===== src/rtl/sample_triplet_collector.sv =====
`default_nettype none
// sample_triplet_collector: gathers three consecutive sensor samples into a stable
// a/b/c triplet for the majority voter and hands it over with valid/ready. Rev 1.0
module sample_triplet_collector #(
    parameter int BIT_WIDTH   = 4,
    parameter int GAP_TIMEOUT = 1000,
    parameter int GAP_CNT_W   = 16
) (
    input  logic                 clk,
    input  logic                 rst,
    input  logic [BIT_WIDTH-1:0] sample_in,
    input  logic                 sample_valid,
    input  logic                 sample_err,
    output logic [BIT_WIDTH-1:0] a_out,
    output logic [BIT_WIDTH-1:0] b_out,
    output logic [BIT_WIDTH-1:0] c_out,
    output logic                 set_valid,
    input  logic                 set_ready,
    output logic [1:0]           fill_level,
    output logic                 timeout_pulse,
    output logic                 err_pulse,
    output logic [7:0]           dropped_count
);

    typedef enum logic [0:0] {
        ST_FILL    = 1'b0,
        ST_PRESENT = 1'b1
    } state_t;

    localparam logic [GAP_CNT_W-1:0] GAP_LAST = GAP_CNT_W'(GAP_TIMEOUT - 1);
    localparam logic [GAP_CNT_W-1:0] GAP_ONE  = GAP_CNT_W'(1);

    state_t               state_q, state_d;
    logic [1:0]           idx_q, idx_d;
    logic [GAP_CNT_W-1:0] gap_q, gap_d;
    logic [BIT_WIDTH-1:0] a_q, a_d, b_q, b_d, c_q, c_d;
    logic                 valid_q, valid_d;
    logic [1:0]           fill_q, fill_d;
    logic                 tp_q, tp_d;
    logic                 ep_q, ep_d;
    logic [7:0]           drop_q, drop_d;

    always_comb begin
        state_d = state_q;
        idx_d   = idx_q;
        gap_d   = gap_q;
        a_d     = a_q;
        b_d     = b_q;
        c_d     = c_q;
        tp_d    = 1'b0;
        ep_d    = 1'b0;
        drop_d  = drop_q;

        case (state_q)
            ST_FILL: begin
                if (sample_valid && sample_err) begin
                    idx_d = 2'd0;
                    gap_d = '0;
                    ep_d  = 1'b1;
                end else if (sample_valid) begin
                    case (idx_q)
                        2'd0:    a_d = sample_in;
                        2'd1:    b_d = sample_in;
                        default: c_d = sample_in;
                    endcase
                    gap_d = '0;
                    if (idx_q == 2'd2) begin
                        idx_d   = 2'd0;
                        state_d = ST_PRESENT;
                    end else begin
                        idx_d = idx_q + 2'd1;
                    end
                end else if (idx_q != 2'd0) begin
                    // A sample in the expiring cycle takes the branch above, so it always wins.
                    if (gap_q == GAP_LAST) begin
                        idx_d = 2'd0;
                        gap_d = '0;
                        tp_d  = 1'b1;
                    end else begin
                        gap_d = gap_q + GAP_ONE;
                    end
                end
            end
            ST_PRESENT: begin
                if (set_ready) begin
                    state_d = ST_FILL;
                    idx_d   = 2'd0;
                    gap_d   = '0;
                    if (sample_valid && sample_err) begin
                        ep_d = 1'b1;
                    end else if (sample_valid) begin
                        a_d   = sample_in;
                        idx_d = 2'd1;
                    end
                end else if (sample_valid && drop_q != 8'hFF) begin
                    drop_d = drop_q + 8'd1;
                end
            end
            default: state_d = ST_FILL;
        endcase

        valid_d = (state_d == ST_PRESENT);
        fill_d  = valid_d ? 2'd3 : idx_d;
    end

    always_ff @(posedge clk) begin
        if (rst) begin
            state_q <= ST_FILL;
            idx_q   <= 2'd0;
            gap_q   <= '0;
            a_q     <= '0;
            b_q     <= '0;
            c_q     <= '0;
            valid_q <= 1'b0;
            fill_q  <= 2'd0;
            tp_q    <= 1'b0;
            ep_q    <= 1'b0;
            drop_q  <= 8'd0;
        end else begin
            state_q <= state_d;
            idx_q   <= idx_d;
            gap_q   <= gap_d;
            a_q     <= a_d;
            b_q     <= b_d;
            c_q     <= c_d;
            valid_q <= valid_d;
            fill_q  <= fill_d;
            tp_q    <= tp_d;
            ep_q    <= ep_d;
            drop_q  <= drop_d;
        end
    end

    assign a_out         = a_q;
    assign b_out         = b_q;
    assign c_out         = c_q;
    assign set_valid     = valid_q;
    assign fill_level    = fill_q;
    assign timeout_pulse = tp_q;
    assign err_pulse     = ep_q;
    assign dropped_count = drop_q;

endmodule
`default_nettype wire


===== config.mk =====
export PLATFORM = sky130hd
export DESIGN_NAME = sample_triplet_collector
export DESIGN_NICKNAME = d
export VERILOG_FILES = /design/src/rtl/sample_triplet_collector.sv
export SDC_FILE = /design/constraint.sdc
export NUM_CORES = 1
export LEC_CHECK = 0
export BUFFER_PORTS_ARGS = -buffer_cell sky130_fd_sc_hd__buf_2
export CAP_MARGIN = 40
export CORE_MARGIN = 5
export CORE_UTILIZATION = 55
export DETAILED_ROUTE_END_ITERATION = 16
export PLACE_DENSITY = 0.78
export SLEW_MARGIN = 0
export SYNTH_ARGS = -nofsm -noshare
export SYNTH_HDL_FRONTEND = slang
export SYNTH_SLANG_ARGS = --single-unit

===== constraint.sdc =====
create_clock -name clk -period 2.45 [get_ports clk]
set_clock_uncertainty 0.1 [all_clocks]
set_input_delay 0.245 -clock clk [delete_from_list [all_inputs] [get_ports clk]]
set_output_delay 0.245 -clock clk [all_outputs]
set_load 0.01 [all_outputs]

==> results.md <==
* Inserted Clock Buffers at 5
* Post-Synth XOR/XNOR Area at 2.14%
* WP data arrival at 2.30 ns
* Largest stage delay on the critical path at 0.63 ns
* Number of global-route vias before repair at 1,718
* Die area at 5030 um2
* Post-Synth Simple-Gate Area at 28.9%
* Clk root buf: clkbuf_8
* Max frequency at 0.456 GHz
* Layout area overhead at 15.6%
* Final setup violation count at 0
* Die width at 70.9 um
* RD Place Congestion at 0.869
* Mux share of post-synthesis cell area at 7.41%
* Die height at 70.9 um
* Post-synth EDFFs at 0
* CTS resizes at 0
* DRC at 0
* Largest family of logic cells by synthesized area: simple AND/OR/NAND/NOR gates
* Post-synth ARST share at 0%
* Total gr overflow at 0
* Clock buffer depth at 2
* Mapped Area at 2040 um2
* WL final at 4500 um
* Clock sink count at 43
* Place WS at 0.297 ns
* Startpoint types: flop
* Total core area at 3630 um2
* Share of cells above drive strength 1 at 19.8%
* Antenna diode count at 0
* Total Power at 1.35 mW
* Main synth FF type: dfxtp_1
* First-pass GRT wire length at 7620 um
* Slew Limit Fails at 0
* Final Util at 64.9%
* Port Buffers at 33
* Synth Area in Compound Gates at 14.0%
* Ys Warns at 0
* Final instance area at 2360 um2
* Max_slew headroom at 46.9%
* Period minus WS final at 2.19 ns
* FP Rows at 22
* Post-CTS setup buffer count at 0
* H-tree Lvls at 2
* HPWL Detailed at 3080 um
* TritonCTS clock tree: done
* Unrepaired setup endpoints after global routing: false
* Fill count at 313
* VDD IR max at 0.356 mV
* Area of the multi-input gates at 1100 um2
* WP data required at 2.56 ns
* Commonest non-fill, non-tap cell in the layout: dfxtp_1
* Cts hold-fix bufs at 0
* Final worst-path cycle share at 89.6%
* Placed Cells at 308
* Initial antenna violation count at 0
* Final setup margin at 0.256 ns
* Commonest non-fill, non-tap cells in the layout: dfxtp_1 (43), buf_2 (33), nor2_1 (26)
* Vias at 1,871
* Vias per inst at 5.92
* Critical-path maximum fanout at 7
* Adder-Cell Fraction of Synth Area at 1.23%
* Ports at 34
* Hold Path Class: in -> reg
* Skew-Pair Late Insertion Delay at 0.30 ns
* Area post-placement at 2250 um2
* Drt pass-1 iters at 4
* Reg clk slew, reported paths at 0.09 ns
* Starting Density at 56.2%
* Seq/Total Area, Yosys at 42.2%
* Mapped Cells at 237
* WHS at 0.109 ns
* Slowest cell on the critical path: or4b_1
* Worst path cell trace: ha_1 > nand4_1 > or4b_1 > or3_1 > a211oi_1
* Leak pwr at 0.870 nW
* Antenna viol nets, final at 0
* Hold Fails Final Rpt at 0
* Pin count of the biggest net entering global routing at 35
* Syn avg cell area at 8.62 um2
* Register cell area after layout at 861 um2
* Crit. End Element: flop
* Final setup TNS at 0 ns
* Synth Register Bits at 43
* Syn Nets at 248
* Final-stage net count at 278
* Routed wire per std cell at 14.2 um
* Initial drt markers at 105
* Post-synth cell types at 40
* Fin cells at 316
* Power per cell area at 570 nW/um2
* Status: completed
* WS Path Type: reg -> reg
* Slew @ Worst Pin at 0.796 ns
* Max Cap Viol at 0
* GRT Util Overall at 18.4%
[cell usage after synthesis, types with 2 or more instances]
cell / count / area (um2)
and4_1: 3 / 26.3
nor4_1: 6 / 37.5
nor2_1: 26 / 97.6
o2111ai_1: 2 / 17.5
a211oi_1: 9 / 67.6
nor3_1: 6 / 30.0
and2_1: 2 / 12.5
mux2i_1: 14 / 140
nand4_1: 13 / 81.3
or4_1: 3 / 22.5
xnor2_1: 5 / 43.8
and3_1: 3 / 18.8
inv_1: 5 / 18.8
ha_1: 2 / 25.0
nand4b_1: 3 / 26.3
a311oi_1: 3 / 26.3
nor4_2: 2 / 25.0
nand2_1: 16 / 60.1
clkbuf_1: 11 / 41.3
nor2b_1: 3 / 18.8
a31oi_1: 5 / 31.3
nand3_1: 8 / 40.0
a21oi_1: 11 / 55.1
or3_1: 7 / 43.8
buf_2: 4 / 20.0
o21ai_0: 7 / 35.0
nand2b_1: 3 / 18.8
dfxtp_1: 43 / 861
[routing by layer]
layer	up-vias	wire [um]	track usage (%)	share of wire, %
li1	934	-	-	-
met1	895	2110	23.9	47
met2	34	2140	29.0	48
met3	8	179	4.69	4.0
met4	0	68	7.72	1.5
met5	-	0	0	0
[cell type report]
type	count	area share, %
sequential	43	36.5
timing repair buffer	39	8.91
clock buffer	5	2.92
multi-input combinational	173	46.5
tap	48	2.55
inverter	5	0.795
clock inverter	3	1.86
[worst paths after layout]
kind / start / endpoint / slack [ns] / cells after the start
worst max register to register: gap_q[0] / gap_q[14] / 0.26 / 5
worst max-delay path: gap_q[0] / gap_q[14] / 0.26 / 5
worst min-delay path: sample_in[0] / c_out[0] / 0.11 / 3
worst min register to register: b_out[2] / b_out[2] / 0.39 / 2
[cells by family (layout without fill, tap and decap cells)]
family / Yosys count / count (layout)
AO/OA/AOI/OAI: 43 / 43
XOR/XNOR: 5 / 5
adder cells (fa/ha/maj): 2 / 2
buffers and inverters: 21 / 52
flip-flops: 43 / 43
multiplexers: 15 / 15
AND/OR/NAND/NOR: 108 / 108
[worst max-delay path, delay by kind of cell, from the launching register on]
kind,cells,cell delay [ns]
AOI/OAI and AO/OA,1,0.22
adders and majority gates,1,0.26
DFF,1,0.39
and+or+nand+nor,3,1.15
[power by group]
part | leakage (nW) | internal [mW] | total [mW] | switching (mW)
clock | 0.0581 | 0.303 | 0.547 | 0.243
sequential | 0.348 | 0.707 | 0.713 | 0.00613
combinational | 0.465 | 0.0304 | 0.0854 | 0.0550
[registers in the layout (all words and copies together), names as in the netlist]
signal         count
dropped_count      8
a_out              4
c_out              4
timeout_pulse      1
gap_q             16
fill_level         2
b_out              4
set_valid          1
err_pulse          1
idx_q              2
Note: power is estimated with default switching activity, not from simulation.
